File: src/rtl/hazard_scoreboard.sv
// hazard_scoreboard: tracks in-flight register writes from issue to writeback.
// It tells decode whether rs1/rs2 can be served by the forwarding network
// or must stall.
// Optional build macro SCOREBOARD_STATS_EN adds two registered stall statistics counters.
//
// Handshake: an issue is accepted on a rising edge only when all of these hold:
// issue_valid=1, issue_ready=1, stall=0, flush=0, issue_dst!=0.
// issue_ready depends only on issue_dst and state, never on issue_valid.
module hazard_scoreboard #(
    parameter int NREG         = 32,
    parameter int CNT_W        = 2,
    parameter int LOAD_FWD_AGE = 2
) (
    input  logic            clk,
    input  logic            reset,
    input  logic            issue_valid,
    input  logic [4:0]      issue_dst,
    input  logic [1:0]      issue_kind,
    input  logic            wb_valid,
    input  logic [4:0]      wb_dst,
    input  logic            flush,
    input  logic [4:0]      rs1,
    input  logic [4:0]      rs2,
    output logic            stall,
    output logic            issue_ready,
    output logic [NREG-1:0] busy_mask
`ifdef SCOREBOARD_STATS_EN
    ,
    output logic [31:0]     stall_cycles,
    output logic [31:0]     load_use_stalls
`endif
);

    localparam logic [1:0] KIND_LOAD      = 2'd1;
    localparam int         LOAD_BLOCK_AGE = LOAD_FWD_AGE - 1;

    // Per-register state.
    // Entry 0 is never written, so x0 always reads as idle.
    logic [CNT_W-1:0] cnt  [NREG];
    logic [1:0]       kind [NREG];
    logic [1:0]       age  [NREG];

    logic            issue_fire;
    logic            wb_fire;
    logic [NREG-1:0] inc_vec;
    logic [NREG-1:0] dec_vec;
    logic            blk1, blk2;
    logic            lblk1, lblk2;

    // A source is blocked in two cases.
    // Case 1: its youngest producer is a load that is still too young to forward.
    // Case 2: its youngest producer is a multi-cycle op; kind values 2 and 3 both have bit 1 set.
    function automatic logic src_blocked(input logic [CNT_W-1:0] c,
                                         input logic [1:0]       k,
                                         input logic [1:0]       a);
        return (c != '0) &&
               (((k == KIND_LOAD) && (int'({30'd0, a}) < LOAD_BLOCK_AGE)) || k[1]);
    endfunction

    function automatic logic src_load_blocked(input logic [CNT_W-1:0] c,
                                              input logic [1:0]       k,
                                              input logic [1:0]       a);
        return (c != '0) && (k == KIND_LOAD) && (int'({30'd0, a}) < LOAD_BLOCK_AGE);
    endfunction

    // Hazard detection and issue gating, combinational from state and decode sources.
    always_comb begin
        blk1        = src_blocked(cnt[rs1], kind[rs1], age[rs1]);
        blk2        = src_blocked(cnt[rs2], kind[rs2], age[rs2]);
        lblk1       = src_load_blocked(cnt[rs1], kind[rs1], age[rs1]);
        lblk2       = src_load_blocked(cnt[rs2], kind[rs2], age[rs2]);
        stall       = blk1 | blk2;
        issue_ready = !((issue_dst != 5'd0) && (cnt[issue_dst] == '1));
        issue_fire  = issue_valid && !stall && issue_ready && (issue_dst != 5'd0);
        wb_fire     = wb_valid && (wb_dst != 5'd0) && (cnt[wb_dst] != '0);
        inc_vec     = '0;
        dec_vec     = '0;
        if (issue_fire) inc_vec[issue_dst] = 1'b1;
        if (wb_fire)    dec_vec[wb_dst]    = 1'b1;
        for (int i = 0; i < NREG; i++) busy_mask[i] = (cnt[i] != '0);
    end

    // Counter, kind and age update.
    // Reset or flush clears everything.
    // An issue and a writeback to the same register cancel in the counter.
    always_ff @(posedge clk) begin
        if (!reset || flush) begin
            for (int i = 0; i < NREG; i++) begin
                cnt[i]  <= '0;
                kind[i] <= 2'd0;
                age[i]  <= 2'd0;
            end
        end else begin
            for (int i = 0; i < NREG; i++) begin
                if (inc_vec[i] && !dec_vec[i])
                    cnt[i] <= cnt[i] + CNT_W'(1);
                else if (dec_vec[i] && !inc_vec[i])
                    cnt[i] <= cnt[i] - CNT_W'(1);
                if (inc_vec[i]) begin
                    kind[i] <= issue_kind;
                    age[i]  <= 2'd0;
                end else if ((cnt[i] != '0) && (age[i] != 2'd3)) begin
                    age[i]  <= age[i] + 2'd1;
                end
            end
        end
    end

`ifdef SCOREBOARD_STATS_EN
    // Stall statistics.
    // These counters survive a flush and are cleared only by reset.
    always_ff @(posedge clk) begin
        if (!reset) begin
            stall_cycles    <= 32'd0;
            load_use_stalls <= 32'd0;
        end else begin
            if (stall)           stall_cycles    <= stall_cycles + 32'd1;
            if (lblk1 || lblk2)  load_use_stalls <= load_use_stalls + 32'd1;
        end
    end
`else
    logic unused_stats;
    assign unused_stats = lblk1 ^ lblk2;
`endif

endmodule
File: config.mk
export PLATFORM = sky130hd
export DESIGN_NAME = hazard_scoreboard
export DESIGN_NICKNAME = d
export VERILOG_FILES = /design/src/rtl/hazard_scoreboard.sv
export SDC_FILE = /design/constraint.sdc
export NUM_CORES = 1
export LEC_CHECK = 0
export CORE_ASPECT_RATIO = 2
export CORE_UTILIZATION = 38
export CTS_CLUSTER_DIAMETER = 50
export DETAILED_ROUTE_END_ITERATION = 8
export GPL_TIMING_DRIVEN = 0
export HOLD_SLACK_MARGIN = 0.02
export MAX_ROUTING_LAYER = met4
export PLACE_DENSITY_LB_ADDON = 0.05
export SYNTH_ARGS = -nofsm -noshare
export SYNTH_HDL_FRONTEND = slang
export SYNTH_SLANG_ARGS = --single-unit
File: constraint.sdc
create_clock -name clk -period 3.7 [get_ports clk]
set_input_delay 0.925 -clock clk [delete_from_list [all_inputs] [get_ports clk]]
set_output_delay 0.925 -clock clk [all_outputs]
set_load 0.02 [all_outputs]
==> out/results.tsv, run 1 <==
metric	value	unit
syn_inst	1224	
cts-htree-levels	4	
final_cell_mix	192 x edfxtp_1, 133 x nor2_1, 78 x nand2_1, 63 x inv_1, 46 x nand3_1	
p_int	3.94	mW
crit_path_end_kind	output port	
globalplace.congestion	1.01	
p_clk_frac	0.311	
yosys_warnings	0	
setup_ws	-0.127	ns
r2r_end	kind[17][1]$_SDFFCE_PN0P_	
clk_pin_slew	0.08	ns
synth-edff-count	192	
die_h	260	um
power.density	385	nW/um2
synth_seq_cells	192	
outcome	complete, but fails checks	
cts_tree	yes	
cts_root_buffer	clkbuf_16	
hold_path.class	flip-flop to flip-flop	
totalWireLength	52.4	mm
cp.arrival	2.90	ns
grtUsageTotal	0.328	
grt_pass1_vias	11200	
route.detailed.drc	0	
final_cells	1772	
dp_hpwl	40.6	mm
rsz0062_at_grt	true	
num_rows	94	
fillers	3087	
pwr-share-comb	0.231	
synth_ff_type	edfxtp_1	
first_iter_violations	766	
cts_hold_buf	0	
syn_to_final_growth	21.3	%
finalCritPeriodShare	1.03	
insertion_delay	0.47	ns
worst_pin_slew	1.06	ns
fin_setup_tns	-0.127	ns
ys_types	82	
firstDrtPassIters	5	
crit_path_max_fanout	6	
die_w	131	um
slew_violations	0	
ios	61	
viasPerCell	6.26	
hold_viol_final	0	
endpoint	stall	
cp-startpoint	rs1[0]	
synth_area_per_cell	10.3	um2
layout_min_cycle_time	3.83	ns
ir_worst_vdd	0.334	mV
worstPathRequired	2.77	ns
multi_input_comb_area	6880	um2
violations	setup timing	
switching_power	1.95	mW
placedInstanceArea	13700	um2
numCtsBuffers	17	
fin_area	15300	um2
final_layout_size_suffix_gt1_frac	0.213	
wl_per_cell	29.6	um
clock-sinks	192	
dp_cells	1709	
setup_violations	1	
reg2regPathDepth	12	
ys_seq_area_frac	0.456	
seqPwrFrac	0.459	
vias	11100	
grt_overflow	0	
r2r_slack	0.06	ns
seqCellArea	5770	um2
skew	0.0143	ns
initial_utilization	0.385	
grt_start_max_net_pins	20	
slew_headroom	0.292	
clockBufferDepth	2	
nets	1386	
ant_nets	0	
maxCapViolations	0	
fmax	261	MHz
layout_commonest_cell	edfxtp_1	
syn_area	12600	um2
p_leak	5.64	nW
synthArstFlopShare	0	
coreArea	32800	um2
r2r_start	kind[14][0]$_SDFFCE_PN0P_	
dieArea	34000	um2
port_buffers	49	
grt_pass1_wl	74.4	mm
worstSetupStartpointType	primary input	
swShare	0.331	
path_class	primary input to output port	
antenna_found_initial	1	
-- cell type report --
cell class,count,area share
clock inverters,14,0.00800
inverters,72,0.0186
multi-input cells,890,0.449
repair buffers,83,0.0518
clock buffers,18,0.0280
well taps,432,0.0353
diodes,1,0.000163
plain buffers,70,0.0332
flip-flops and latches,192,0.376
-- power groups by stage --
stage,clock [mW],combinational (mW),sequential [mW]
2_1_floorplan,0,0.697,2.69
6_report,1.83,1.36,2.70
5_1_grt,1.92,1.42,2.72
3_5_place_dp,0,1.18,2.74
4_1_cts,1.86,1.28,2.70
3_3_place_gp,0,1.17,2.73
-- state kept, by name, summed over array words and instances (netlist names) --
register,count
cnt,64
kind,64
age,64
-- routing by layer --
| layer | vias up | share of wire | global-route usage |
|---|---|---|---|
| li1 | 4886 | - | - |
| met1 | 5531 | 0.33 | 0.312 |
| met2 | 481 | 0.52 | 0.571 |
| met3 | 202 | 0.051 | 0.0504 |
| met4 | 0 | 0.096 | 0.273 |
| met5 | - | 0 | - |
-- how the worst min path moves through the flow --
stage	start	to	slack [ns]	depth (start not counted)
after floorplan	age[23][0]$_SDFFCE_PP0P_	age[23][0]$_SDFFCE_PP0P_	0.56	1
after global placement	age[25][0]$_SDFFCE_PP0P_	age[25][0]$_SDFFCE_PP0P_	0.59	1
after detailed placement	age[23][0]$_SDFFCE_PP0P_	age[23][0]$_SDFFCE_PP0P_	0.59	1
after CTS	age[23][0]$_SDFFCE_PP0P_	age[23][0]$_SDFFCE_PP0P_	0.60	1
after global routing	age[28][0]$_SDFFCE_PP0P_	age[28][0]$_SDFFCE_PP0P_	0.63	1
final	age[23][0]$_SDFFCE_PP0P_	age[23][0]$_SDFFCE_PP0P_	0.60	1
-- metrics by stage --
step | power (mW) | setup WS (ns) | utilization | hold WS [ns]
final | 5.89 | -0.127 | 0.467 | 0.597
after global routing | 6.07 | -0.177 | 0.467 | 0.630
after CTS | 5.84 | -0.334 | 0.456 | 0.604
after detailed placement | 3.92 | -1.59 | 0.418 | 0.592
after global placement | 3.90 | -1.68 | 0.417 | 0.588
after floorplan | 3.38 | 0.0177 | - | 0.560
-- critical path, cell delays in order --
cell	delay, ns
buf_12	0.11
mux4_2	0.49
or3_4	0.38
a22oi_2	0.35
a32oi_4	0.11
nor3_2	0.19
buf_4	0.17
inv_2	0.04
buf_6	0.12
-- cells by family after synthesis --
logic type / Yosys count / share of synthesized area
other: 1 / 0.000297
multiplexers: 73 / 0.0799
AND/OR/NAND/NOR: 503 / 0.215
AO/OA/AOI/OAI: 247 / 0.143
adder cells (fa/ha/maj): 33 / 0.0327
buffers and inverters: 145 / 0.0520
flip-flops: 192 / 0.456
XOR/XNOR: 30 / 0.0208
-- timing repair --
action,in CTS,in global routing
cloned,1,0
resized for setup,142,77
setup buffers,22,11
pin swaps,14,16
endpoints found under the setup margin,350,95
-- cells in the mapped netlist, types with 9 or more instances --
master    count  share of area
nor4_1       25          0.012
a211oi_1     22          0.013
xor2_1       15          0.010
a21o_1       11         0.0065
buf_2        14         0.0055
and3b_1      17          0.012
nand3_1      47          0.019
mux2i_1      48          0.038
o22ai_1      22          0.011
clkbuf_1     34          0.010
xnor2_1      15          0.010
buf_1         9         0.0027
nor3_1       23         0.0091
nor3b_1      30          0.018
nand4_1      21          0.010
o21ai_0      50          0.020
edfxtp_1    192           0.46
nand2b_1     15         0.0074
inv_1        64          0.019
and3_1       26          0.013
nand2_1      78          0.023
or2_2        13         0.0064
a21oi_1      31          0.012
mux4_2       22          0.039
a31o_2       10         0.0069
a31oi_1      23          0.011
ha_1         33          0.033
o221ai_1     11         0.0076
nor2_1      147          0.044
Power figures use the tool's default switching activity.
==> run 2, diff against run 1 <==
--- a/config.mk
+++ b/config.mk
@@ -5,8 +5,10 @@
 export SDC_FILE = /design/constraint.sdc
 export NUM_CORES = 1
 export LEC_CHECK = 0
+export ABC_CLOCK_PERIOD_IN_PS = 3700
+export CAP_MARGIN = 0
 export CORE_ASPECT_RATIO = 2
-export CORE_UTILIZATION = 38
+export CORE_UTILIZATION = 56
 export CTS_CLUSTER_DIAMETER = 50
 export DETAILED_ROUTE_END_ITERATION = 8
 export GPL_TIMING_DRIVEN = 0
==> out/results.tsv, run 2 (synthesized netlist as in run 1, its figures left out) <==
metric	value	unit	change
outcome	complete, but fails checks		
violations	setup timing		
finalCritPeriodShare	1.06		+0.0219
r2r_start	cnt[17][1]$_DFFE_PP_		
crit_family	compound AO/OA/AOI/OAI gates		
final_layout_size_suffix_gt1_frac	0.216		+0.00357
holdPathStages	1		unchanged
antenna_found_initial	0		-1
first_iter_violations	1169		+53%
p_total	5.95	mW	+0.99%
cp_num_cells	8		-1
hold_end	age[23][0]$_SDFFCE_PP0P_		
grt_pass1_vias	11400		+1.9%
crit_top_cell	o41ai_4		
viasPerCell	7.11		+13%
cts_root_buffer	clkbuf_16		
layout_commonest_cell	edfxtp_1		
r2r_slack	0.05	ns	about the same
maxCapViolations	0		unchanged
hold_start	age[23][0]$_SDFFCE_PP0P_		
dieArea	23200	um2	-32%
die_h	214	um	-17%
grt_start_max_net_pins	21		+5.0%
power.density	388	nW/um2	+0.80%
globalplace.congestion	1.09		+8.5%
grtUsageTotal	0.443		+0.114
crit_path_max_fanout	4		-2
wl_per_cell	30.1	um	+1.9%
dp_hpwl	36.0	mm	-11%
worstPathRequired	2.77	ns	about the same
ios	61		unchanged
fin_setup_tns	-0.239	ns	-0.111 ns
fmax	256	MHz	-2.1%
rsz0062_at_grt	true		
port_buffers	49		unchanged
skew	0.0107	ns	-0.00365 ns
cts-htree-levels	4		unchanged
vias	11500		+3.5%
slew_violations	0		unchanged
grt_overflow	0		unchanged
ir_worst_vdd	0.318	mV	-4.6%
hold_viol_final	0		unchanged
initial_utilization	0.570		+0.185
layout_min_cycle_time	3.91	ns	+0.0810 ns
slew_headroom	0.123		-0.170
totalWireLength	48.7	mm	-7.0%
setup_violations	3		+2
p_leak	5.73	nW	+1.6%
ant_nets	0		unchanged
cp_slowest_cell	o22ai_2		
cp_slowest_stage_delay	0.57	ns	+0.08 ns
r2r_end	kind[17][1]$_SDFFCE_PN0P_		
clockBufferDepth	2		unchanged
coreArea	22200	um2	-32%
crit_path_end_kind	output port		
hold_path.class	flip-flop to flip-flop		
final_util	0.693		+0.226
worstSetupStartpointType	flip-flop		
cp.arrival	2.98	ns	+0.08 ns
cp_cell_sequence	o22ai_2 > o22ai_4 > o41ai_4 > o41ai_4 > nor3_4 > buf_12 > inv_4 > buf_6		
grt_pass1_wl	70.2	mm	-5.6%
top_regs	age (64), cnt (64), kind (64)		
cts_hold_buf	0		unchanged
firstDrtPassIters	6		+1
final_cell_mix	192 x edfxtp_1, 130 x nor2_1, 77 x nand2_1, 63 x inv_1, 47 x o21ai_0		
clk_pin_slew	0.07	ns	about the same
path_class	flip-flop to output port		
nets	1387		+0.072%
worst_pin_slew	1.32	ns	+0.254 ns
insertion_delay	0.45	ns	-0.02 ns
clock-sinks	192		unchanged
setup_ws	-0.208	ns	-0.0810 ns
die_w	108	um	-17%
reg2regPathDepth	11		-1
pre_cts_ws	-1.76	ns	-0.171 ns
num_rows	77		-18%
numCtsBuffers	17		unchanged
syn_to_final_growth	21.5	%	
route.detailed.drc	0		unchanged
cts_tree	yes		
path_buf_inv	3		-1
[run 2: report_power, final]
part,switching [mW],total [mW],internal (mW)
clock,0.914,1.87,0.955
combinational,0.860,1.38,0.516
sequential,0.146,2.70,2.56
total,1.92,5.95,4.03
[run 2: stage by stage]
step	std cells	cell area, um2	hold slack (ns)
2_1_floorplan	1227	12600	0.560
3_3_place_gp	1552	13500	0.581
3_5_place_dp	1552	13500	0.584
4_1_cts	1602	14800	0.595
5_1_grt	1616	15300	0.602
6_report	1617	15400	0.597
[run 2: worst max-delay path by stage]
stage                                     from  endpoint  slack, ns
after global routing      cnt[17][1]$_DFFE_PP_     stall      -0.19
after CTS                               rs2[0]     stall      -0.16
after floorplan                         rs1[0]     stall       0.02
final                     cnt[17][1]$_DFFE_PP_     stall      -0.21
after global placement                  rs2[1]     stall      -1.80
after detailed placement                rs2[1]     stall      -1.76
[run 2: area by class of cell]
| class | instances | area (um2) |
|---|---|---|
| multi-input combinational | 890 | 6930 |
| fill | 1705 | 6810 |
| sequential | 192 | 5770 |
| timing repair buffer | 83 | 851 |
| buffer | 71 | 588 |
| clock buffer | 18 | 429 |
| tap | 276 | 345 |
| inverter | 72 | 295 |
| clock inverter | 14 | 146 |
| antenna | 1 | 2.50 |
[run 2: timing repair]
item,4_1_cts,5_1_grt
setup buffers,19,12
setup endpoints to repair,342,73
gates resized for setup,158,78
cloned,1,2
pin swaps,18,16
[run 2: metal layers]
| layer | part of all wire | track usage | vias to the layer above | wire [um] |
|---|---|---|---|---|
| met1 | 0.32 | 0.449 | 5520 | 15500 |
| li1 | - | - | 4892 | - |
| met4 | 0.11 | 0.384 | 0 | 5310 |
| met5 | 0 | - | - | 0 |
| met3 | 0.087 | 0.0988 | 303 | 4230 |
| met2 | 0.49 | 0.704 | 774 | 23700 |
[run 2: worst register-to-register path, delay by kind of cell (launching register included)]
kind                   cells  cell delay, ns
flip-flops                 1            0.51
AO/OA/AOI/OAI              5            1.75
AND/OR/NAND/NOR            2            0.36
buffers and inverters      4            0.74
